--- config.mk ---
export PLATFORM = sky130hd
export DESIGN_NAME = dmem_arbiter_flat
export DESIGN_NICKNAME = d
export VERILOG_FILES = /design/src/rtl/dmem_arbiter_if.sv /design/src/rtl/dmem_arbiter.sv /design/src/flat_wrapper.sv
export SDC_FILE = /design/constraint.sdc
export NUM_CORES = 1
export LEC_CHECK = 0
export CAP_MARGIN = 25
export CELL_PAD_IN_SITES_DETAIL_PLACEMENT = 0
export CELL_PAD_IN_SITES_GLOBAL_PLACEMENT = 1
export CORE_AREA = 4 4 128 130
export DETAILED_ROUTE_END_ITERATION = 7
export DIE_AREA = 0 0 132 134
export PLACE_DENSITY = 0.78
export SLEW_MARGIN = 20
export SYNTH_ARGS = -nofsm -noshare
export SYNTH_HDL_FRONTEND = slang
export SYNTH_SLANG_ARGS = --single-unit
--- constraint.sdc ---
create_clock -name clk -period 1.58 [get_ports clk]
set_input_delay 0.237 -clock clk [delete_from_list [all_inputs] [get_ports clk]]
set_output_delay 0.237 -clock clk [all_outputs]
set_load 0.02 [all_outputs]
--- src/rtl/dmem_arbiter_if.sv ---
// dmem_arbiter_if: CPU, DMA and data-memory buses shared through dmem_arbiter.
interface dmem_arbiter_if;
    logic        cpu_req, cpu_we, cpu_stall;
    logic [31:0] cpu_addr, cpu_wdata, cpu_rdata;
    logic        dma_req, dma_we, dma_last, dma_gnt;
    logic [31:0] dma_addr, dma_wdata, dma_rdata;
    logic        mem_we;
    logic [31:0] mem_addr, mem_wdata, mem_rdata;
    modport slave (
        input  cpu_req, cpu_we, cpu_addr, cpu_wdata,
        input  dma_req, dma_we, dma_last, dma_addr, dma_wdata,
        input  mem_rdata,
        output cpu_stall, cpu_rdata, dma_gnt, dma_rdata,
        output mem_we, mem_addr, mem_wdata
    );
    modport master (
        output cpu_req, cpu_we, cpu_addr, cpu_wdata,
        output dma_req, dma_we, dma_last, dma_addr, dma_wdata,
        output mem_rdata,
        input  cpu_stall, cpu_rdata, dma_gnt, dma_rdata,
        input  mem_we, mem_addr, mem_wdata
    );
endinterface

--- src/rtl/dmem_arbiter.sv ---
// dmem_arbiter: same-cycle round-robin arbiter between CPU and DMA for the data memory,
// with DMA burst locking bounded by MAX_BURST beats while the CPU waits.
module dmem_arbiter #(
    parameter int MAX_BURST = 4
) (
    input logic           clk,
    input logic           rst,
    dmem_arbiter_if.slave bus
);
    localparam logic [3:0] MAXB = 4'(MAX_BURST);
    logic       prio_q, prio_d, lock_q, lock_d;
    logic [3:0] beat_cnt_q, beat_cnt_d;
    logic       forced, dma_locked, drop, cpu_gnt, dma_gnt;
    always_comb begin
        forced     = lock_q && bus.cpu_req && beat_cnt_q == MAXB;
        dma_locked = lock_q && bus.dma_req;
        drop       = lock_q && !bus.dma_req;
        cpu_gnt    = forced || (!dma_locked && bus.cpu_req && (!bus.dma_req || !prio_q));
        dma_gnt    = !forced && bus.dma_req && (dma_locked || !bus.cpu_req || prio_q);
        prio_d     = cpu_gnt ? 1'b1 : (dma_gnt && bus.dma_last) ? 1'b0 : prio_q;
        lock_d     = drop ? 1'b0 : dma_gnt ? !bus.dma_last : lock_q;
        // A CPU grant restarts the count so a preempted burst gets a fresh window.
        beat_cnt_d = (drop || cpu_gnt || (dma_gnt && bus.dma_last)) ? 4'd0 :
                     !dma_gnt ? beat_cnt_q :
                     beat_cnt_q == MAXB ? MAXB : beat_cnt_q + 4'd1;
    end
    assign bus.cpu_stall = bus.cpu_req && !cpu_gnt;
    assign bus.dma_gnt   = dma_gnt;
    assign bus.mem_addr  = dma_gnt ? bus.dma_addr : bus.cpu_addr;
    assign bus.mem_wdata = dma_gnt ? bus.dma_wdata : bus.cpu_wdata;
    assign bus.mem_we    = (cpu_gnt && bus.cpu_we) || (dma_gnt && bus.dma_we);
    assign bus.cpu_rdata = bus.mem_rdata;
    assign bus.dma_rdata = bus.mem_rdata;
    always_ff @(posedge clk) begin
        if (rst) begin
            prio_q     <= 1'b0;
            lock_q     <= 1'b0;
            beat_cnt_q <= 4'd0;
        end else begin
            prio_q     <= prio_d;
            lock_q     <= lock_d;
            beat_cnt_q <= beat_cnt_d;
        end
    end
endmodule
--- src/flat_wrapper.sv ---
// flat-port wrapper written by rule: the top's interface ports become plain ports
module dmem_arbiter_flat 
#(
    parameter int MAX_BURST = 4
)
  (clk, rst, bus_cpu_req, bus_cpu_we, bus_cpu_addr, bus_cpu_wdata, bus_dma_req, bus_dma_we, bus_dma_last, bus_dma_addr, bus_dma_wdata, bus_mem_rdata, bus_cpu_stall, bus_cpu_rdata, bus_dma_gnt, bus_dma_rdata, bus_mem_we, bus_mem_addr, bus_mem_wdata);
  dmem_arbiter_if bus_i ();
  input logic clk;
  input logic rst;
  input wire logic [$bits(bus_i.cpu_req)-1:0] bus_cpu_req;
  input wire logic [$bits(bus_i.cpu_we)-1:0] bus_cpu_we;
  input wire logic [$bits(bus_i.cpu_addr)-1:0] bus_cpu_addr;
  input wire logic [$bits(bus_i.cpu_wdata)-1:0] bus_cpu_wdata;
  input wire logic [$bits(bus_i.dma_req)-1:0] bus_dma_req;
  input wire logic [$bits(bus_i.dma_we)-1:0] bus_dma_we;
  input wire logic [$bits(bus_i.dma_last)-1:0] bus_dma_last;
  input wire logic [$bits(bus_i.dma_addr)-1:0] bus_dma_addr;
  input wire logic [$bits(bus_i.dma_wdata)-1:0] bus_dma_wdata;
  input wire logic [$bits(bus_i.mem_rdata)-1:0] bus_mem_rdata;
  output wire logic [$bits(bus_i.cpu_stall)-1:0] bus_cpu_stall;
  output wire logic [$bits(bus_i.cpu_rdata)-1:0] bus_cpu_rdata;
  output wire logic [$bits(bus_i.dma_gnt)-1:0] bus_dma_gnt;
  output wire logic [$bits(bus_i.dma_rdata)-1:0] bus_dma_rdata;
  output wire logic [$bits(bus_i.mem_we)-1:0] bus_mem_we;
  output wire logic [$bits(bus_i.mem_addr)-1:0] bus_mem_addr;
  output wire logic [$bits(bus_i.mem_wdata)-1:0] bus_mem_wdata;
  assign bus_i.cpu_req = bus_cpu_req;
  assign bus_i.cpu_we = bus_cpu_we;
  assign bus_i.cpu_addr = bus_cpu_addr;
  assign bus_i.cpu_wdata = bus_cpu_wdata;
  assign bus_i.dma_req = bus_dma_req;
  assign bus_i.dma_we = bus_dma_we;
  assign bus_i.dma_last = bus_dma_last;
  assign bus_i.dma_addr = bus_dma_addr;
  assign bus_i.dma_wdata = bus_dma_wdata;
  assign bus_i.mem_rdata = bus_mem_rdata;
  assign bus_cpu_stall = bus_i.cpu_stall;
  assign bus_cpu_rdata = bus_i.cpu_rdata;
  assign bus_dma_gnt = bus_i.dma_gnt;
  assign bus_dma_rdata = bus_i.dma_rdata;
  assign bus_mem_we = bus_i.mem_we;
  assign bus_mem_addr = bus_i.mem_addr;
  assign bus_mem_wdata = bus_i.mem_wdata;
  dmem_arbiter #(.MAX_BURST(MAX_BURST)) u_core (.clk(clk), .rst(rst), .bus(bus_i));
endmodule
==> results.py, run 1 <==
metrics = {
    "synthesis": {
        "synth-seq-cells": 6,
        "yosysTopAreaCell": "buf_4",
        "yosys.cell_types.count": 30,
        "yosysTopAreaCellShare_pct": 30.3,
        "yosysSeqAreaShare_pct": 7.23,
        "synth_area_leaders": "buf_4, mux2_2, mux2_1",
        "netlist_area_mm2": 0.00166,
        "synth_nets": 351,
        "netlist_instances": 182,
        "syn_area_per_cell_um2": 9.12,
        "yosys_warnings": 0,
    },
    "cells_and_area": {
        "stdcell_area_mm2": 0.00449,
        "utilization_pct": 29.6,
        "final_common_cell": "clkdlybuf4s50_1",
        "syn2layout_area_growth_pct": 170,
        "final_layout_size_suffix_gt1_share_pct": 54.9,
        "layout_common_cells": "clkdlybuf4s50_1, buf_6, mux2_4, buf_4, buf_16",
        "n_fill_cell": 1538,
        "final_nets": 530,
        "diodes": 0,
    },
    "routing": {
        "route.vias.total": 1950,
        "wl_per_cell_um": 18.0,
        "drt_iter0_markers": 40,
        "routed_wl_um": 9820,
        "first_pass_iters": 6,
        "ant_nets": 0,
        "viasPerCell": 3.56,
        "drc_errors": 0,
    },
    "power": {
        "power_mw": 2.19,
        "ir_drop_mv": 0.435,
        "p_per_area_mw_per_mm2": 488,
        "p_leak_nw": 2.06,
    },
    "clock_tree": {
        "clock_latency_ns": 0.23,
        "hold_buffers": 0,
        "cts_max_level": 1,
        "cts_tree": "built",
        "cts_root_buffer": "clkbuf_16",
        "cts.path.max_buffers": 2,
        "clk_pin_slew_ns": 0.04,
        "cts_made_buffers": 3,
        "cts_sinks": 6,
    },
    "global_route": {
        "grt_max_degree": 14,
        "antenna_found_initial": 0,
        "grt_usage_pct": 9.67,
        "grt_pass1_wl_um": 13400,
        "grt_pass1_vias": 2134,
        "overflow": 0,
    },
    "status": {
        "violations": "setup timing",
        "status": "finished, violations left",
    },
    "sta": {
        "finalCriticalPeriod_ns": 2.26,
        "finClkSkew_ns": 0.00284,
        "whs_ns": 0.474,
        "tightest_slew_ns": 0.319,
        "setup_viol_count_final": 70,
        "rsz0062_at_grt": "yes",
        "timing.final.ws_setup_ns": -0.684,
        "hold_viol_final": 0,
        "period_share_pct": 143,
        "max_freq_mhz": 442,
        "slew_viol_final": 0,
        "max-slew-margin-rel_pct": 78.5,
    },
    "place": {
        "dp_hpwl_um": 6960,
        "pre_cts_ws_ns": -1.19,
        "port_buffers": 201,
        "placed_cell_area_mm2": 0.00364,
        "place.gp.congestion": 0.779,
    },
    "worst_hold_path": {
        "min_path_type": "in -> out",
    },
    "die": {
        "rows": 45,
        "ios": 298,
        "die_w_um": 132,
        "coreArea_mm2": 0.0151,
        "start_util_pct": 11.0,
        "dieArea_mm2": 0.0177,
        "die-height_um": 134,
    },
    "critical_path": {
        "critPathBufInv": 5,
        "cp.required_ns": 1.34,
        "cp_max_fo": 5,
        "crit_path_end_kind": "primary output",
        "worstPathCellList": "inv_2 -> ha_4 -> nand3b_1 -> o211ai_4 -> buf_12 -> buf_8 -> clkbuf_16 -> mux2_4 -> buf_6",
        "startpoint_type": "register",
        "path_class": "reg -> out",
        "cp_top_family": "buffers and inverters",
        "critPathArrivalTime_ns": 2.03,
        "max_stage_delay_ns": 0.31,
        "slowest_stage": "dfxtp_2",
    },
    "job": {
        "cap_violations": 0,
    },
}
[area by class of cell]
| cell class | count | area, µm² | area share, % |
|---|---|---|---|
| Timing Repair Buffer | 246 | 2760 | 61.5 |
| Multi-Input combinational cell | 99 | 1270 | 28.3 |
| Clock buffer | 3 | 75.1 | 1.67 |
| Tap cell | 188 | 235 | 5.24 |
| Sequential cell | 6 | 124 | 2.76 |
| Inverter | 5 | 23.8 | 0.530 |
[logic make-up (layout without fill, tap and decap cells)]
| family | count (synthesis) | after routing | share of synthesized area [%] |
|---|---|---|---|
| compound gates | 9 | 9 | 3.62 |
| simple gates | 22 | 22 | 7.69 |
| buf+inv | 77 | 254 | 35.3 |
| fa+ha+maj | 2 | 2 | 1.51 |
| mux | 66 | 66 | 44.6 |
| flops | 6 | 6 | 7.23 |
[synth_stat cells]
cell type and n:
nand3_1 1, clkbuf_1 1, inv_1 5, o21ai_0 1, and2_1 1, o211ai_2 1
and3b_1 1, mux2_1 27, a31oi_1 1, or3b_4 1, buf_6 1, nand2_1 6
nor2_1 3, mux2i_1 2, nor3_1 1, nand3b_1 1, and3_1 1, nand4b_1 1
ha_1 2, nand4_1 3, a211oi_1 1, buf_8 2, nand2b_1 1, mux2_2 37
a21oi_1 4, o2bb2ai_1 1, dfxtp_1 6, buf_4 67, nor4bb_1 1, buf_12 1
[worst register-to-register path: stages, from the launching register on]
cell and delay, ns:
dfxtp_2 0.31, inv_2 0.07, ha_4 0.13, nand3b_1 0.15, o211ai_4 0.25, buf_12 0.16
buf_12 0.12, buf_16 0.11, buf_8 0.10, mux2i_1 0.17, nor2_1 0.05
[what timing repair did]
item / in CTS / in global routing
setup buffers: 13 / 4
setup endpoints to repair: 70 / 73
resized for setup: 385 / 80
cloned: 8 / 2
pin swaps: 4 / 5
[worst paths after layout]
check | from | endpoint | slack, ns | cells after the start
max | u_core.beat_cnt_q[0]$_SDFFE_PP0N_ | bus_mem_addr[2] | -0.68 | 9
min | bus_mem_rdata[25] | bus_cpu_rdata[25] | 0.47 | 0
max reg2reg | u_core.beat_cnt_q[0]$_SDFFE_PP0N_ | u_core.beat_cnt_q[1]$_SDFFE_PP0N_ | -0.17 | 10
min reg2reg | u_core.prio_q$_SDFFE_PP0P_ | u_core.prio_q$_SDFFE_PP0P_ | 0.59 | 3
[metal layers]
metal / vias to the layer above / track usage [%] / routed length, µm
met1: 898 / 12.3 / 4170
met5: - / 0 / 0
met4: 0 / 1.34 / 73
li1: 928 / - / -
met2: 109 / 16.9 / 4870
met3: 15 / 2.40 / 703
[flip-flops by register name, indices dropped and copies added (netlist names)]
register and flops:
u_core.lock_q 1, u_core.prio_q 1, u_core.beat_cnt_q 4
[stage by stage]
step	setup TNS (ns)	std cells
3_5_place_dp	-72.11	518
2_1_floorplan	-7.15	182
3_3_place_gp	-70.32	518
6_report	-42.35	547
5_1_grt	-48.62	547
4_1_cts	-43.80	542
[where the power goes]
group	total, mW	internal, mW	switching [mW]
logic	1.61	1.03	0.588
clock network	0.415	0.325	0.0899
registers	0.160	0.157	0.00266
total	2.19	1.51	0.680
No activity file was read; power rests on OpenSTA's default activity.
==> run 2: changes to the inputs <==
Settings changed: ABC_AREA set to 1, CORE_AREA 4 4 128 130 to 4 4 136 138, DIE_AREA 0 0 132 134 to 0 0 140 142, PLACE_DENSITY 0.78 to 0.77.
==> run 2 against run 1 <==
The flow still finishes with violations (setup timing). Utilization decreased by 3.7 points. Synthesized cell count is 84% higher. Combinational power grew 5%. Global-route usage down 1.4 points. Final area shrank 0.84%. First-iteration DRC count is 38% higher. Worst hold slack got worse by 0.013 ns. Largest power group unchanged. Total power increased by 3.4%. Routed wire length fell by 0.62%. Sequential power is 2% higher. Sequential cell count is the same. Setup slack improved by 0.30 ns.
==> results.py, run 2 <==
metrics = {
    "job": {
        "cap_violations": 0,
    },
    "synthesis": {
        "syn_area_per_cell_um2": 5.12,
        "yosys.cell_types.count": 17,
        "yosysTopAreaCellShare_pct": 45.9,
        "synth_area_leaders": "nand2_1, buf_4, dfxtp_1",
        "synth_nets": 503,
        "yosysMostFrequentCell": "nand2_1",
        "yosysTopAreaCell": "nand2_1",
        "synth-seq-cells": 6,
        "netlist_instances": 334,
        "ys_async_sr_fraction_pct": 0,
        "yosysSeqAreaShare_pct": 7.02,
        "netlist_area_mm2": 0.00171,
        "yosys_warnings": 0,
        "synth_common_cells": "nand2_1, buf_4, inv_1",
        "synth-edff-count": 0,
        "synthFlopType": "dfxtp_1",
    },
    "cells_and_area": {
        "final_layout_size_suffix_gt1_share_pct": 45.9,
        "layout_common_cells": "clkdlybuf4s50_1, nand2_1, nand2_2, buf_6, buf_4",
        "largest_reg_flops": 4,
        "final_common_cell": "clkdlybuf4s50_1",
        "syn2layout_area_growth_pct": 160,
        "final_nets": 663,
        "seqCellArea_um2": 123,
        "layout_top_registers": "u_core.beat_cnt_q x4, u_core.lock_q x1, u_core.prio_q x1",
        "stdcell_area_mm2": 0.00445,
        "top_register": "u_core.beat_cnt_q",
        "fin_cells": 717,
        "diodes": 0,
        "multi_input_area_mm2": 0.00139,
        "n_fill_cell": 1914,
    },
    "worst_hold_path": {
        "min_path_type": "reg -> reg",
        "min_path_cells": 2,
    },
    "place": {
        "placed_cell_area_mm2": 0.00375,
        "placedCellCount": 701,
        "place.gp.congestion": 0.759,
        "dp_hpwl_um": 6450,
        "port_buffers": 201,
    },
    "sta": {
        "slew_viol_final": 0,
        "rsz0062_at_grt": "yes",
        "max-slew-margin-rel_pct": 83.9,
        "timing.final.ws_setup_ns": -0.379,
        "tightest_slew_ns": 0.240,
        "max_freq_mhz": 510,
        "setup_viol_count_final": 69,
        "hold_viol_final": 0,
        "finClkSkew_ns": 0.00143,
        "period_share_pct": 124,
        "finalCriticalPeriod_ns": 1.96,
    },
    "clock_tree": {
        "cts.path.max_buffers": 2,
        "clock_latency_ns": 0.23,
        "cts_made_buffers": 3,
        "cts_root_buffer": "clkbuf_16",
        "hold_buffers": 0,
        "clk_pin_slew_ns": 0.03,
        "cts_sinks": 6,
        "cts_tree": "built",
        "cts_max_level": 1,
    },
    "routing": {
        "drt_iter0_markers": 55,
        "first_pass_iters": 4,
        "route.vias.total": 2486,
        "wl_per_cell_um": 13.6,
        "ant_nets": 0,
        "routed_wl_um": 9760,
        "drc_errors": 0,
        "viasPerCell": 3.47,
    },
    "global_route": {
        "grt_pass1_wl_um": 13400,
        "overflow": 0,
        "grt_pass1_vias": 2496,
        "antenna_found_initial": 0,
        "grt_max_degree": 30,
        "grt_usage_pct": 8.26,
    },
    "power": {
        "p_per_area_mw_per_mm2": 509,
        "power_mw": 2.26,
        "ir_drop_mv": 0.410,
        "p_leak_nw": 2.09,
    },
    "critical_path": {
        "rrSetupSlack_ns": -0.01,
        "reg2reg_from": "u_core.beat_cnt_q[1]$_SDFFE_PP0N_",
        "cp.required_ns": 1.34,
        "cp_max_fo": 8,
        "worstSetupStartpoint": "u_core.beat_cnt_q[1]$_SDFFE_PP0N_",
        "crit_end": "bus_mem_addr[0]",
        "critPathArrivalTime_ns": 1.72,
        "r2r_cells": 12,
        "path_class": "reg -> out",
        "startpoint_type": "register",
        "reg2reg_to": "u_core.beat_cnt_q[3]$_SDFFE_PP0N_",
        "crit_path_end_kind": "primary output",
    },
    "die": {
        "start_util_pct": 9.96,
        "rows": 48,
        "dieArea_mm2": 0.0199,
        "die-height_um": 142,
        "die_w_um": 140,
        "coreArea_mm2": 0.0172,
        "ios": 298,
    },
    "status": {
        "status": "finished, violations left",
        "violations": "setup timing",
    },
}
## run 2: changes by cell type in the layout (fill, tap and decap cells not counted), moves of 7 or more
cell,before,now
nand2_1,5,100
buf_2,0,7
buf_4,18,29
mux2_4,64,0
nand2_2,1,85
buf_6,75,46
nand2_4,0,25
## run 2: where the power goes
part / internal, mW / total (mW) / switching (mW)
sequential: 0.160 / 0.164 / 0.00428
clock: 0.325 / 0.410 / 0.0855
combinational: 0.914 / 1.69 / 0.776
total: 1.40 / 2.26 / 0.866
## run 2: repair_timing
action,in CTS,in global routing
endpoints found under the setup margin,71,71
resized for setup,421,58
setup buffers,4,2
gates cloned,6,4
pin swaps,16,13
## run 2: per-layer routing
layer,part of all wire [%],global-route usage [%],vias to the layer above
met2,49,14.8,139
met5,0,0,-
met4,1.9,1.99,0
li1,-,-,1258
met1,39,9.49,1063
met3,9.6,2.82,26
## run 2: worst min path at each step
stage | startpoint | to | slack (ns)
finish | u_core.prio_q$_SDFFE_PP0P_ | u_core.prio_q$_SDFFE_PP0P_ | 0.46
global route | bus_mem_rdata[3] | bus_cpu_rdata[3] | 0.47
CTS | u_core.prio_q$_SDFFE_PP0P_ | u_core.prio_q$_SDFFE_PP0P_ | 0.46
detailed placement | u_core.prio_q$_SDFFE_PP0P_ | u_core.prio_q$_SDFFE_PP0P_ | 0.46
global placement | u_core.prio_q$_SDFFE_PP0P_ | u_core.prio_q$_SDFFE_PP0P_ | 0.46
floorplan | rst | u_core.prio_q$_SDFFE_PP0P_ | 0.31
## run 2: cell type report
class	count	area share (%)
Timing Repair Buffer	233	56.5
Multi-Input combinational cell	238	31.3
Tap cell	225	6.33
Sequential cell	6	2.76
Clock buffer	3	1.69
Inverter	12	1.38
## run 2: kinds of logic after synthesis
logic type                 Yosys count  synth area share [%]
AOI/OAI and AO/OA                    8                  3.44
adders and majority gates            2                  1.46
and+or+nand+nor                    228                  51.0
buffers and inverters               90                  37.1
DFF                                  6                  7.02
## run 2: critical path, cell delays in order, from the launching register on
cell     delay, ns
dfxtp_2       0.31
inv_2         0.06
ha_4          0.14
nand2_2       0.05
nor2_2        0.12
nand2_2       0.11
nand2_8       0.15
buf_12        0.14
buf_16        0.16
nand2_4       0.06
nand2_2       0.07
buf_6         0.11
## run 2: per-stage QoR
stage / hold slack (ns) / setup slack (ns) / TNS [ns] / util, %
after floorplan: 0.306 / -0.0106 / -0.323 / -
after global placement: 0.456 / -0.788 / -50.21 / 21.8
after detailed placement: 0.461 / -0.809 / -51.59 / 21.8
after CTS: 0.465 / -0.425 / -22.31 / 24.4
after global routing: 0.474 / -0.459 / -28.13 / 25.9
final: 0.461 / -0.379 / -22.57 / 25.9
